`src/rtl/tx_serial_cfg_pkg.sv`:
```
// Shared constants for the configurable serial transmitter and its debug display.
package tx_serial_cfg_pkg;

    // Parity mode encoding on paridade_modo (11 also means no parity)
    localparam logic [1:0] PAR_NONE = 2'b00;
    localparam logic [1:0] PAR_EVEN = 2'b01;
    localparam logic [1:0] PAR_ODD  = 2'b10;

    // FSM state codes, also shown on db_estado / hexa7seg
    localparam logic [3:0] ST_IDLE     = 4'd0;
    localparam logic [3:0] ST_START    = 4'd1;
    localparam logic [3:0] ST_DADOS    = 4'd2;
    localparam logic [3:0] ST_PARIDADE = 4'd3;
    localparam logic [3:0] ST_STOP     = 4'd4;
    localparam logic [3:0] ST_FIM      = 4'd5;

    // Width of the data-bit / stop-bit index (DATA_BITS is at most 9)
    localparam int unsigned IDX_W = 4;

    // True when the mode inserts a parity bit
    function automatic logic has_parity(input logic [1:0] mode);
        return (mode == PAR_EVEN) || (mode == PAR_ODD);
    endfunction

    // Line value of the parity bit given the XOR of the data bits
    function automatic logic parity_bit(input logic [1:0] mode, input logic xor_bits);
        return (mode == PAR_ODD) ? ~xor_bits : xor_bits;
    endfunction

endpackage

```
`src/rtl/tx_serial_cfg_fifo.sv`:
```
// Small synchronous FIFO with registered full/empty flags.
module tx_fifo_sync #(
    parameter int unsigned WIDTH = 8,
    parameter int unsigned DEPTH = 4
) (
    input  logic             clock,
    input  logic             reset,
    input  logic             push,
    input  logic [WIDTH-1:0] push_data,
    input  logic             pop,
    output logic [WIDTH-1:0] pop_data,
    output logic             cheio,
    output logic             vazio
);

    localparam int unsigned PTR_W = $clog2(DEPTH);
    localparam int unsigned CNT_W = PTR_W + 1;

    logic [WIDTH-1:0] mem_q [DEPTH];
    logic [PTR_W-1:0] wr_q, wr_d, rd_q, rd_d;
    logic [CNT_W-1:0] cnt_q, cnt_d;
    logic             cheio_q, cheio_d, vazio_q, vazio_d;
    logic             push_ok, pop_ok;

    // Pointer/count update; a push while full is dropped even if a pop happens
    always_comb begin
        push_ok = push & ~cheio_q;
        pop_ok  = pop & ~vazio_q;
        wr_d    = wr_q;
        rd_d    = rd_q;
        cnt_d   = cnt_q;
        if (push_ok) begin
            wr_d = wr_q + PTR_W'(1);
        end
        if (pop_ok) begin
            rd_d = rd_q + PTR_W'(1);
        end
        if (push_ok && !pop_ok) begin
            cnt_d = cnt_q + CNT_W'(1);
        end else if (!push_ok && pop_ok) begin
            cnt_d = cnt_q - CNT_W'(1);
        end
        cheio_d = (cnt_d == CNT_W'(DEPTH));
        vazio_d = (cnt_d == '0);
    end

    // Control registers
    always_ff @(posedge clock) begin
        if (reset) begin
            wr_q    <= '0;
            rd_q    <= '0;
            cnt_q   <= '0;
            cheio_q <= 1'b0;
            vazio_q <= 1'b1;
        end else begin
            wr_q    <= wr_d;
            rd_q    <= rd_d;
            cnt_q   <= cnt_d;
            cheio_q <= cheio_d;
            vazio_q <= vazio_d;
        end
    end

    // Storage array, no reset needed
    always_ff @(posedge clock) begin
        if (push_ok) begin
            mem_q[wr_q] <= push_data;
        end
    end

    assign pop_data = mem_q[rd_q];
    assign cheio    = cheio_q;
    assign vazio    = vazio_q;

endmodule

```
`src/rtl/tx_serial_cfg.sv`:
```
// Configurable async serial transmitter fed by a small word FIFO.
module tx_serial_cfg
    import tx_serial_cfg_pkg::*;
#(
    parameter int unsigned DATA_BITS  = 7,
    parameter int unsigned DIV        = 434,
    parameter int unsigned FIFO_DEPTH = 4
) (
    input  logic                 clock,
    input  logic                 reset,
    input  logic                 escreve,
    input  logic [DATA_BITS-1:0] dados,
    input  logic [1:0]           paridade_modo,
    input  logic                 dois_stop,
    output logic                 saida_serial,
    output logic                 cheio,
    output logic                 vazio,
    output logic                 ocupado,
    output logic                 pronto,
    output logic                 erro_overflow,
    output logic [3:0]           db_estado
);

    localparam int unsigned CNT_W = $clog2(DIV);

    logic [DATA_BITS-1:0] head;
    logic                 pop;

    logic [3:0]           state_q, state_d;
    logic [CNT_W-1:0]     cnt_q, cnt_d;
    logic [IDX_W-1:0]     idx_q, idx_d;
    logic [DATA_BITS-1:0] shift_q, shift_d;
    logic [1:0]           mode_q, mode_d;
    logic                 two_q, two_d;
    logic                 xor_q, xor_d;
    logic                 line_q, line_d;
    logic                 pronto_q, pronto_d;
    logic                 ocupado_q, ocupado_d;
    logic                 erro_q, erro_d;
    logic                 bit_end;

    tx_fifo_sync #(
        .WIDTH (DATA_BITS),
        .DEPTH (FIFO_DEPTH)
    ) u_fifo (
        .clock     (clock),
        .reset     (reset),
        .push      (escreve),
        .push_data (dados),
        .pop       (pop),
        .pop_data  (head),
        .cheio     (cheio),
        .vazio     (vazio)
    );

    // Next state, bit timing and the registered line value for the next state
    always_comb begin
        state_d = state_q;
        cnt_d   = cnt_q + CNT_W'(1);
        idx_d   = idx_q;
        shift_d = shift_q;
        mode_d  = mode_q;
        two_d   = two_q;
        xor_d   = xor_q;
        pop     = 1'b0;
        bit_end = (cnt_q == CNT_W'(DIV - 1));
        erro_d  = erro_q | (escreve & cheio);

        case (state_q)
            ST_IDLE: begin
                cnt_d = '0;
                if (!vazio) begin
                    pop     = 1'b1;
                    shift_d = head;
                    mode_d  = paridade_modo;
                    two_d   = dois_stop;
                    xor_d   = ^head;
                    state_d = ST_START;
                end
            end
            ST_START: begin
                if (bit_end) begin
                    cnt_d   = '0;
                    idx_d   = '0;
                    state_d = ST_DADOS;
                end
            end
            ST_DADOS: begin
                if (bit_end) begin
                    cnt_d   = '0;
                    shift_d = shift_q >> 1;
                    if (idx_q == IDX_W'(DATA_BITS - 1)) begin
                        idx_d   = '0;
                        state_d = has_parity(mode_q) ? ST_PARIDADE : ST_STOP;
                    end else begin
                        idx_d = idx_q + IDX_W'(1);
                    end
                end
            end
            ST_PARIDADE: begin
                if (bit_end) begin
                    cnt_d   = '0;
                    idx_d   = '0;
                    state_d = ST_STOP;
                end
            end
            ST_STOP: begin
                if (bit_end) begin
                    cnt_d = '0;
                    if (two_q && (idx_q == '0)) begin
                        idx_d = IDX_W'(1);
                    end else begin
                        state_d = ST_FIM;
                    end
                end
            end
            ST_FIM: begin
                cnt_d   = '0;
                state_d = ST_IDLE;
            end
            default: begin
                cnt_d   = '0;
                state_d = ST_IDLE;
            end
        endcase

        case (state_d)
            ST_START:    line_d = 1'b0;
            ST_DADOS:    line_d = shift_d[0];
            ST_PARIDADE: line_d = parity_bit(mode_d, xor_d);
            default:     line_d = 1'b1;
        endcase
        pronto_d  = (state_d == ST_FIM);
        ocupado_d = (state_d != ST_IDLE);
    end

    // State and output registers
    always_ff @(posedge clock) begin
        if (reset) begin
            state_q   <= ST_IDLE;
            cnt_q     <= '0;
            idx_q     <= '0;
            shift_q   <= '0;
            mode_q    <= PAR_NONE;
            two_q     <= 1'b0;
            xor_q     <= 1'b0;
            line_q    <= 1'b1;
            pronto_q  <= 1'b0;
            ocupado_q <= 1'b0;
            erro_q    <= 1'b0;
        end else begin
            state_q   <= state_d;
            cnt_q     <= cnt_d;
            idx_q     <= idx_d;
            shift_q   <= shift_d;
            mode_q    <= mode_d;
            two_q     <= two_d;
            xor_q     <= xor_d;
            line_q    <= line_d;
            pronto_q  <= pronto_d;
            ocupado_q <= ocupado_d;
            erro_q    <= erro_d;
        end
    end

    assign saida_serial  = line_q;
    assign pronto        = pronto_q;
    assign ocupado       = ocupado_q;
    assign erro_overflow = erro_q;
    assign db_estado     = state_q;

endmodule

```
`config.mk`:
```
export PLATFORM = sky130hd
export DESIGN_NAME = tx_serial_cfg
export DESIGN_NICKNAME = d
export VERILOG_FILES = /design/src/rtl/tx_serial_cfg_pkg.sv /design/src/rtl/tx_serial_cfg_fifo.sv /design/src/rtl/tx_serial_cfg.sv
export SDC_FILE = /design/constraint.sdc
export NUM_CORES = 1
export LEC_CHECK = 0
export ABC_AREA = 1
export CAP_MARGIN = 5
export CORE_MARGIN = 2
export CORE_UTILIZATION = 40
export CTS_CLUSTER_DIAMETER = 30
export CTS_CLUSTER_SIZE = 8
export DETAILED_ROUTE_END_ITERATION = 8
export PLACE_DENSITY = 0.59
export SLEW_MARGIN = 20
export SYNTH_ARGS = -nofsm -noshare
export SYNTH_HDL_FRONTEND = slang
export SYNTH_HIERARCHICAL = 1
export SYNTH_SLANG_ARGS = --single-unit
```
`constraint.sdc`:
```
create_clock -name clock -period 5.8 [get_ports clock]
set_input_delay 0.58 -clock clock [delete_from_list [all_inputs] [get_ports clock]]
set_output_delay 0.58 -clock clock [all_outputs]
set_load 0.05 [all_outputs]
```
After elaboration in Yosys (flattened, before gate mapping)
Memories as Yosys holds them, arrays and structs flattened. A register that Yosys moved wholly into a read port is not among the register bits. Index checks and enable logic that the tools add are counted.

Register bits after elaboration: 41. Bits in writable memories: 28. Input bits: 13. Output and inout port bits: 10. Word-level logic and storage cells: 102. Memories kept: 1.

Memories: u_fifo.mem_q (words 4, bits a word 7, rd ports 1, clocked after memory_dff 1, wr ports 1, line tx_serial_cfg_fifo.sv:19) `logic [WIDTH-1:0] mem_q [DEPTH];`.

Add/subtract/negate cells: 6. Eq/ne operators: 19. Multiplexer cells: 32. Bitwise operators: 8. Reduce and logical (&&, ||, !) cells: 19.

Operators by type and width (count): two-way mux 4 bit (12); one-hot mux 4 bit (5 select lines) (1); == test 4 x 2 -> 1 bit (second input constant) (4); two-way mux 7 bit (2); one-hot mux 7 bit (2 select lines) (1); == test 4 x 3 -> 1 bit (second input constant) (3); one-hot mux 4 bit (3 select lines) (1); adder 9 x 1 -> 9 bit (second input constant) (1); == test 9 bit (second input constant) (1); two-way mux 3 bit (3); == test 4 x 1 -> 1 bit (second input constant) (2); zero test 4 bit (2); two-way mux 2 bit (4); inequality test 2 bit (second input constant) (4); two-way mux 1 bit (7); parity 7 bit (1); AND reduction 5 bit (1); adder 2 x 1 -> 2 bit (second input constant) (2); adder 4 x 1 -> 4 bit (second input constant) (1); == test 2 bit (second input constant) (2); inverter 1 bit (4); nonzero test 4 bit (1); OR reduction 4 bit (1); adder 3 x 1 -> 3 bit (second input constant) (1); other kinds (17) (22).

Longest topological paths before layout
Gate-level depths: netlist of the first run.

Word-level depth: 8. Depth in mapped cells: 19. Depth with buffers taken out: 18.

Hierarchy
Netlist of the first run, hierarchy kept.

Modules (own cells, without submodules): tx_serial_cfg (instances 1, cells an instance 262, area each 1849.3 um^2, seq. area each 640.6 um^2); tx_fifo_sync (instances 1, cells an instance 146, area each 1632.8 um^2, seq. area each 1061.0 um^2).

Worst setup path before layout of the first run
No wires, ideal clock.

Path type: register to register. Start: register (tool-made name). End: register line_q (netlist: saida_serial). Setup time: 0.113 ns. Data arrival time: 1.756 ns. Data required time: 5.687 ns. Slack: 3.931 ns. Stages on the path, launching flop included: 18. Buffers on the path: 1. Clock period less this slack: 1.869 ns. Cell sequence: dfxtp_1 > inv_1 > buf_2 > o21ai_0 > o22ai_1 > nand2_1 > nand2_1 > nand2_1 > nand2_1 > nand2_1 > nand2_1 > nand2_1 > nand2_1 > nand2_1 > nand2_1 > nand2_1 > nand2_1 > nand2_1.

RTL lines: end signal, assigned (line tx_serial_cfg.sv:159) `line_q <= line_d;`; end, declared (line tx_serial_cfg.sv:36) `logic line_q, line_d;`.

==> reports/metrics.csv, run 1 <==
stage;metric;value;unit
placement;hpwl;4760;um
drt;post-route-drc-count;0;
critical_path;r2r_setup_slack;3420;ps
worst_hold_path;hp-class;reg -> reg;
yosys;ys_warn_count;6;
timing;fin_crit;2380;ps
critical_path;crit_type;reg -> reg;
critical_path;critPathSlowestCell;o22ai_1;
critical_path;start_kind;flip-flop;
critical_path;cpMostUsedCell;nand2_1;
global_route;grt_pass1_wl;11600;um
timing;hold_ws;466;ps
global_route;grt_max_degree;20;
drt;finalWirelength;6380;um
timing;post-route-period-util;41.0;%
pwr;power.density;287;nW/um^2
timing;fin_skew;7.95;ps
critical_path;crit_fanout;15;
timing;slew_violations;0;
timing;fin_setup_tns;0;ps
critical_path;required;6040;ps
floorplanning;fp.dieW;97.3;um
floorplanning;floorplan.die_area;9470;sq um
placement;gp_congestion;0.770;
placement;place.port_buffers;22;
drt;vias_per_cell;4.74;
yosys;post-synth-top-area-cell;dfxtp_1;
clock_network;clk_pin_slew;80;ps
yosys;synth_top_flop_cell;dfxtp_1;
yosys;yosysSeqAreaShare;48.9;%
pwr;power_leakage;0.00171;uW
yosys;synth-seq-cells;71;
yosys;synth_commonest_cells;nand2_1 (80), nor2_1 (56), inv_1 (50);
clock_network;htreeDepth;3;
timing;hold_viol;0;
global_route;grt_overflow;0;
floorplanning;io_pins;23;
floorplanning;coreArea;8590;sq um
yosys;yosys.area.top_type_share;24.7;%
timing;rsz0062_at_grt;no;
critical_path;end_kind;flip-flop;
yosys;syn_nets;432;
cells_and_area;drive_gt1_share;16.5;%
clock_network;cts_tree;built;
clock_network;cts_buffers;9;
cells_and_area;regArea;1700;sq um
yosys;synth_area_leaders;dfxtp_1 (25%), edfxtp_1 (24%), nand2_1 (8.6%);
cells_and_area;layout.nets;461;
timing;final-setup-viol-count;0;
cells_and_area;multi_input_area;1530;sq um
clock_network;postCtsHoldBufs;0;
cells_and_area;antennaDiodeCount;0;
clock_network;cts-root-buf;clkbuf_8;
floorplanning;start_util;40.5;%
job;cap_violations;0;
timing;tightest_slew;731;ps
yosys;synth_edf_count;28;
placement;place_ws;3390;ps
drt;wire_per_inst;11.6;um
timing;fmax;420;MHz
timing;fin_ws;3420;ps
timing;max-slew-margin-rel;51.1;%
drt;vias;2605;
worst_hold_path;hp-start;shift_q[5]$_SDFFE_PP0P_;
yosys;async_flop_share;0;%
global_route;grt_usage;14.8;%
floorplanning;row_count;34;
cells_and_area;fin_util;46.7;%
clock_network;post_cts_buffers;0;
status;status;complete, no violations;
global_route;antenna_found_initial;0;
clock_network;clockBufferDepth;2;
critical_path;cp_cell_sequence;inv_1, o21ai_0, o22ai_1, nand2_1, nand2_1, nand2_1, nand2_1, nand2_1, nand2_1, nand2_1, nand2_1, nand2_1, nand2_1, nand2_1, nand2_1, nand2_1;
yosys;synth.distinct_cells;38;
yosys;avgSynthCellArea;8.53;sq um
clock_network;cts_sinks;71;
critical_path;cp_data_arrival_time;2620;ps
worst_hold_path;hold_path_end;shift_q[5]$_SDFFE_PP0P_;
drt;antenna_left;0;
cells_and_area;fill_cells;821;
critical_path;cpPeakStageDelay;480;ps
worst_hold_path;hold_depth;2;
floorplanning;die_h;97.3;um
yosys;syn_inst;408;
clock_network;ctsResizeCount;0;
clock_network;worst_skew_pair.late_latency;340;ps
pwr;ir_drop;0.145;mV
yosys;yosysMostFrequentCell;nand2_1;
yosys;synth_area;3480;sq um
drt;first_pass_iters;4;
drt;first_iter_violations;54;
global_route;grt_pass1_vias;2577;
critical_path;reg2reg_to;saida_serial$_SDFF_PP1_;
cells_and_area;syn2layout_area_growth;15.3;%
critical_path;worstRegToRegCells;16;
## cells by family after synthesis
group	Yosys count	synth area share, %
other	1	0.108
AO/OA/AOI/OAI	59	9.95
flip-flops	71	48.9
buffers and inverters	65	7.33
XOR/XNOR	4	1.01
AND/OR/NAND/NOR	197	28.8
adder cells (fa/ha/maj)	11	3.95
## how the worst max path moves through the flow
stage | depth (start not counted) | startpoint | slack (ps) | end
after floorplan | 17 | flip-flop | 3930 | saida_serial$_SDFF_PP1_
after global placement | 16 | flip-flop | 3450 | saida_serial$_SDFF_PP1_
after detailed placement | 16 | flip-flop | 3390 | saida_serial$_SDFF_PP1_
after CTS | 16 | flip-flop | 3380 | saida_serial$_SDFF_PP1_
after global routing | 17 | flip-flop | 2920 | saida_serial$_SDFF_PP1_
final | 16 | flip-flop | 3420 | saida_serial$_SDFF_PP1_
## critical path: cells and delay by family, from the launching register on
family / cells / cell delay, ps
and+or+nand+nor: 13 / 870
AOI/OAI and AO/OA: 2 / 610
DFF: 1 / 450
buffers and inverters: 1 / 370
## metal layers
metal  vias up  routed length [um]  GRT usage (%)
met5         -                   0              0
met4         0                  85           3.85
met3        10                 137           3.81
met2        19                3140           25.7
met1      1203                3020           18.5
li1       1373                   -              -
## where the power goes
part	switching, uW	internal, uW
clock	199	204
sequential	17.6	546
combinational	121	66.2
## layout make-up
type / count / share of cell area (%)
multi-input cells: 272 / 38.0
repair buffers: 22 / 5.48
flip-flops and latches: 71 / 42.4
inverters: 61 / 5.73
clock buffers: 9 / 3.08
clock inverters: 7 / 1.99
well taps: 108 / 3.36
## layout by cell type, fill, tap and decap left out, types with 2 or more instances in the layout
cell type	instances
nand2_1	80
nor2_1	56
inv_1	50
dfxtp_1	43
edfxtp_1	28
clkdlybuf4s50_1	22
o21ai_0	18
a21oi_1	17
nand2_2	14
nand3_1	11
ha_1	11
inv_2	10
clkbuf_8	9
a22oi_1	7
o22ai_1	7
nor2_4	6
nand3_2	6
nand2_4	5
nor3_2	5
nor2_2	3
xor2_1	3
o211ai_1	3
inv_6	3
nor3b_1	2
a211oi_1	2
or2_2	2
nor3_1	2
a21oi_2	2
clkinvlp_4	2
nand3b_1	2
## state kept, by name, summed over array words and instances, names as in the netlist, named ones only
| name | count |
|---|---|
| idx_q | 4 |
| u_fifo/cnt_q | 3 |
| erro_overflow | 1 |
| u_fifo/vazio | 1 |
| u_fifo/cheio | 1 |
| u_fifo/rd_q | 2 |
| two_q | 1 |
| pronto | 1 |
| cnt_q | 9 |
| u_fifo/wr_q | 2 |
| u_fifo/mem_q | 28 |
| mode_q | 2 |
| saida_serial | 1 |
| db_estado | 4 |
| xor_q | 1 |
| shift_q | 7 |
| ocupado | 1 |
## per-stage QoR
stage	instance area, sq um	total power, uW	instances
after global placement	3810	760	534
after detailed placement	3810	764	534
after floorplan	3480	716	408
after global routing	4020	1230	550
after CTS	4020	1170	550
final	4020	1150	550
Note: power is estimated with default switching activity, not from simulation.
==> run 2, diff against run 1 <==
--- a/config.mk
+++ b/config.mk
@@ -12,7 +12,7 @@
 export CTS_CLUSTER_DIAMETER = 30
 export CTS_CLUSTER_SIZE = 8
 export DETAILED_ROUTE_END_ITERATION = 8
-export PLACE_DENSITY = 0.59
+export PLACE_DENSITY = 0.61
 export SLEW_MARGIN = 20
 export SYNTH_ARGS = -nofsm -noshare
 export SYNTH_HDL_FRONTEND = slang
==> constraint.sdc (replaced) <==
create_clock -name clock -period 1.9 [get_ports clock]
set_input_delay 0.19 -clock clock [delete_from_list [all_inputs] [get_ports clock]]
set_output_delay 0.19 -clock clock [all_outputs]
set_load 0.05 [all_outputs]
==> run 2 against run 1 <==
Design area increased by 6.4%. Hold slack got worse by 56 ps. Die area unchanged. First-iteration DRC count increased by 39%. Via count increased by 3.8%. Critical path depth increased by 3. Non-clock buffer count increased by 21. Wire length increased by 3.7%.
==> reports/metrics.csv, run 2 (synthesized netlist as in run 1, its figures left out) <==
stage;metric;value;unit
cells_and_area;reg.largest.list;u_fifo/mem_q: 28 flops, cnt_q: 9 flops, shift_q: 7 flops;
timing;post-route-period-util;96.6;%
global_route;met2_usage;24.9;%
cells_and_area;drive_gt1_share;25.1;%
timing;max-slew-margin-rel;66.2;%
cells_and_area;syn2layout_area_growth;22.7;%
drt;post-route-drc-count;0;
clock_network;postCtsHoldBufs;0;
clock_network;htreeDepth;3;
placement;place.port_buffers;22;
job;cap_violations;0;
critical_path;cp_data_arrival_time;2080;ps
timing;hold_ws;410;ps
floorplanning;row_count;34;
placement;gp_congestion;0.846;
floorplanning;fp.dieW;97.3;um
clock_network;cts_buffers;9;
global_route;antenna_found_initial;0;
clock_network;cts_tree;built;
floorplanning;start_util;40.5;%
global_route;grtUsageMet3;3.88;%
clock_network;cts-root-buf;clkbuf_8;
critical_path;end_kind;flip-flop;
clock_network;worst_skew_pair.late_latency;340;ps
pwr;power_leakage;0.00184;uW
global_route;grt_usage;15.0;%
floorplanning;io_pins;23;
cells_and_area;antennaDiodeCount;0;
cells_and_area;final_cell_mix;nand2_1 (74), nor2_1 (52), inv_1 (48), dfxtp_1 (41), edfxtp_1 (28);
drt;first_iter_violations;75;
critical_path;worstRegToRegCells;19;
critical_path;crit_fanout;7;
floorplanning;coreArea;8590;sq um
timing;tightest_slew;507;ps
drt;vias;2705;
cells_and_area;regMostFlops;u_fifo/mem_q;
global_route;grtUsageMet1;19.0;%
critical_path;crit_type;reg -> reg;
global_route;grt_pass1_vias;2694;
clock_network;clk_pin_slew;90;ps
drt;finalWirelength;6620;um
cells_and_area;largest_reg_flops;28;
critical_path;start_kind;flip-flop;
drt;wire_per_inst;11.6;um
timing;fin_ws;64.3;ps
drt;antenna_left;0;
cells_and_area;final_common_cell;nand2_1;
global_route;grt-busiest-layer;met2;
placement;hpwl;4750;um
timing;fmax;545;MHz
drt;vias_per_cell;4.74;
floorplanning;die_h;97.3;um
drt;first_pass_iters;4;
pwr;ir_drop;0.457;mV
clock_network;clockBufferDepth;2;
worst_hold_path;hold_depth;3;
critical_path;required;2140;ps
status;status;complete, no violations;
pwr;power.density;855;nW/um^2
clock_network;cts_sinks;71;
floorplanning;floorplan.die_area;9470;sq um
timing;rsz0062_at_grt;yes;
timing;slew_violations;0;
timing;final-setup-viol-count;0;
timing;fin_crit;1840;ps
global_route;grt_pass1_wl;11800;um
worst_hold_path;hp-class;in -> reg;
placement;place_ws;-38.5;ps
timing;fin_skew;10.6;ps
timing;hold_viol;0;
global_route;grt_max_degree;19;
global_route;grt_overflow;0;
cells_and_area;layout.nets;482;
==> run 2: cell types whose count changed in the layout (fill, tap and decap cells not counted), moves of 4 or more <==
cell     before  now
buf_4         0   19
nand2_1      80   74
nand2_2      14   20
o21ai_0      18   12
nor2_1       56   52
nor2_2        3    7
o21ai_2       1    5
o22ai_1       7    3
o22ai_2       0    4
==> run 2: worst max-delay path: stages (launching register included) <==
cell and delay, ps:
dfxtp_4 390, buf_8 130, o21ai_2 60, o22ai_1 190, buf_4 170, inv_1 40, nand2_1 60, nand2_2 60
inv_1 50, nand2_1 40, nand2_1 50, nand2_1 40, nand2_1 70, nand2_2 60, nand2_2 60, nand2_1 50
nand2_1 50, nand2_1 40, nand2_1 50, nand2_1 40
==> run 2: area by class of cell <==
type	count	area (sq um)
clock buffers	9	124
well taps	108	135
repair buffers	43	404
fillers	823	4320
inverters	61	233
multi-input cells	272	1590
clock inverters	7	78.8
flip-flops and latches	71	1710
==> run 2: repair_timing <==
action | 4_1_cts | 5_1_grt
gates resized for setup | 2 | 33
setup buffers | 0 | 2
cloned | 0 | 1
pin swaps | 0 | 5
setup endpoints to repair | 2 | 3
==> run 2: final timing paths <==
| check | slack [ps] | end | start |
|---|---|---|---|
| worst max-delay path | 60 | saida_serial$_SDFF_PP1_ | flip-flop |
| worst min-delay path | 410 | two_q$_SDFFE_PP0P_ | dois_stop |
| worst max register to register | 60 | saida_serial$_SDFF_PP1_ | flip-flop |
| worst min register to register | 470 | shift_q[3]$_SDFFE_PP0P_ | shift_q[3]$_SDFFE_PP0P_ |
==> run 2: where the power goes <==
part           switching [uW]  leakage [uW]  total, uW  internal (uW)
sequential               54.5      0.000608       1720           1660
combinational             404       0.00114        681            277
clock                     636     0.0000929       1260            620
total                    1090       0.00184       3660           2560
==> run 2: through the flow <==
stage	util [%]	TNS [ps]	power [uW]	instances	instance area (sq um)
after floorplan	-	0	2180	408	3480
after global placement	45.9	0	2370	552	3950
after detailed placement	45.9	-38.5	2390	552	3950
after CTS	48.3	0	3650	568	4150
after global routing	49.7	-195	3850	571	4270
final	49.7	0	3660	571	4270
==> run 2: layer usage <==
layer  wire length (um)  up-vias
met5                  0        -
met1               3100     1254
li1                   -     1418
met2               3290       27
met4                 54        0
met3                169        6
==> run 3, diff against run 2 <==
--- a/config.mk
+++ b/config.mk
@@ -7,7 +7,7 @@
 export LEC_CHECK = 0
 export ABC_AREA = 1
 export CAP_MARGIN = 5
-export CORE_MARGIN = 2
+export CORE_MARGIN = 4
 export CORE_UTILIZATION = 40
 export CTS_CLUSTER_DIAMETER = 30
 export CTS_CLUSTER_SIZE = 8
==> run 3 against run 2 <==
Design area rose by 0.41%. Clock-buffer cell count is the same. Power rose by 5.2%. Setup slack improved by 7.3 ps. Non-clock buffer count decreased by 2. Sequential power about the same. Hold slack got worse by 16 ps. Fmax rose by 0.40%. Die area increased by 8.4%. Wire length grew 1.1%. Critical path depth is 1 lower.
==> reports/metrics.csv, run 3 (synthesized netlist as in run 1, its figures left out) <==
stage;metric;value;unit
pwr;ir_drop;0.414;mV
worst_hold_path;hold_depth;3;
timing;max-slew-margin-rel;65.7;%
floorplanning;fp.dieW;101;um
floorplanning;io_pins;23;
critical_path;end_kind;flip-flop;
floorplanning;start_util;41.7;%
global_route;grt_usage;14.1;%
placement;place.port_buffers;22;
floorplanning;floorplan.die_area;10300;sq um
critical_path;r2r_setup_slack;70;ps
drt;antenna_left;0;
timing;final-setup-viol-count;0;
critical_path;cp_data_arrival_time;2070;ps
cells_and_area;stdcell_area;4290;sq um
global_route;grt_pass1_vias;2615;
cells_and_area;final_cell_mix;nand2_1 (77), nor2_1 (52), inv_1 (48), dfxtp_1 (41), edfxtp_1 (28);
placement;gp_congestion;0.772;
drt;vias_per_cell;4.70;
timing;fin_skew;9.30;ps
critical_path;worstRegToRegCells;18;
cells_and_area;largest_reg_flops;28;
floorplanning;coreArea;8340;sq um
critical_path;crit_type;reg -> reg;
job;cap_violations;0;
placement;place_ws;-114;ps
drt;first_pass_iters;4;
timing;tightest_slew;512;ps
clock_network;cts_sinks;71;
timing;fin_crit;1830;ps
clock_network;cts-root-buf;clkbuf_8;
timing;slew_violations;0;
clock_network;clk_pin_slew;80;ps
cells_and_area;fill_cells;796;
timing;fin_ws;71.6;ps
timing;rsz0062_at_grt;yes;
cells_and_area;syn2layout_area_growth;23.2;%
placement;placed_area;3930;sq um
placement;hpwl;4840;um
drt;first_iter_violations;139;
timing;post-route-period-util;96.2;%
drt;wire_per_inst;11.8;um
global_route;grt_overflow;0;
cells_and_area;reg.largest.list;u_fifo/mem_q: 28 flops, cnt_q: 9 flops, shift_q: 7 flops;
status;status;complete, no violations;
clock_network;htreeDepth;3;
global_route;antenna_found_initial;0;
cells_and_area;antennaDiodeCount;0;
cells_and_area;regArea;1710;sq um
clock_network;cts_tree;built;
pwr;power_leakage;0.00184;uW
cells_and_area;multi_input_area;1600;sq um
worst_hold_path;hp-start;dois_stop;
critical_path;crit_fanout;14;
critical_path;start_kind;flip-flop;
cells_and_area;drive_gt1_share;24.1;%
cells_and_area;final_cells;566;
global_route;grt_max_degree;19;
drt;finalWirelength;6690;um
clock_network;cts_buffers;9;
clock_network;worst_skew_pair.late_latency;350;ps
floorplanning;die_h;101;um
timing;hold_viol;0;
timing;fmax;547;MHz
drt;vias;2660;
global_route;grt_pass1_wl;11400;um
placement;place_inst;547;
timing;hold_ws;394;ps
worst_hold_path;hp-class;in -> reg;
clock_network;clockBufferDepth;2;
pwr;power.density;896;nW/um^2
critical_path;reg2reg_to;saida_serial$_SDFF_PP1_;
drt;post-route-drc-count;0;
cells_and_area;regMostFlops;u_fifo/mem_q;
floorplanning;row_count;33;
worst_hold_path;hold_path_end;two_q$_SDFFE_PP0P_;
critical_path;required;2150;ps
cells_and_area;final_common_cell;nand2_1;
cells_and_area;layout.nets;480;
-- run 3: cell type report --
| class | count | share of cell area, % |
|---|---|---|
| clock inverter | 7 | 2.83 |
| timing repair buffer | 41 | 8.72 |
| multi-input combinational | 272 | 37.2 |
| tap | 105 | 3.06 |
| clock buffer | 9 | 2.89 |
| sequential | 71 | 39.8 |
| inverter | 61 | 5.45 |
-- run 3: stage by stage --
step,setup TNS [ps],utilization (%),total power [uW]
after floorplan,0,-,2180
after detailed placement,-150,47.1,2390
after global routing,-117,51.5,4050
final,0,51.5,3850
after CTS,0,50.3,3860
after global placement,0,47.1,2370
-- run 3: worst max path at each step --
stage,endpoint,slack [ps],cells past startpoint
finish,saida_serial$_SDFF_PP1_,70,18
global route,saida_serial$_SDFF_PP1_,-120,17
CTS,saida_serial$_SDFF_PP1_,8,18
detailed placement,saida_serial$_SDFF_PP1_,-110,16
global placement,saida_serial$_SDFF_PP1_,20,18
floorplan,saida_serial$_SDFF_PP1_,30,17
-- run 3: layer usage --
| layer | share of wire [%] | global-route usage, % | vias up |
|---|---|---|---|
| met5 | 0 | 0 | - |
| met4 | 1.6 | 7.06 | 0 |
| met3 | 2.1 | 2.96 | 7 |
| met2 | 50 | 23.5 | 23 |
| met1 | 46 | 17.2 | 1224 |
| li1 | - | - | 1406 |
-- run 3: what timing repair did --
item | in CTS | in global routing
gates resized for setup | 5 | 33
buffers inserted | 0 | 3
hold buffers | 0 | 0
endpoints found under the setup margin | 3 | 3
pin swaps | 0 | 3
-- run 3: report_power, final --
part           internal [uW]  leakage (uW)  switching, uW
Clock                    873      0.000112            584
Combinational            272       0.00112            408
Sequential              1660      0.000608           45.1
Total                   2810       0.00184           1040
-- run 3: critical path: stages, from the launching register on --
cell and delay (ps):
dfxtp_4 370, buf_12 150, o21ai_2 130, o22ai_1 90, buf_4 160, nor2_1 150
inv_1 50, nand2_1 60, nand2_1 50, nand2_1 60, nand2_1 40, nand2_1 70
nand2_2 60, nand2_2 70, nand2_1 50, nand2_1 50, nand2_1 40, nand2_1 50
nand2_1 40
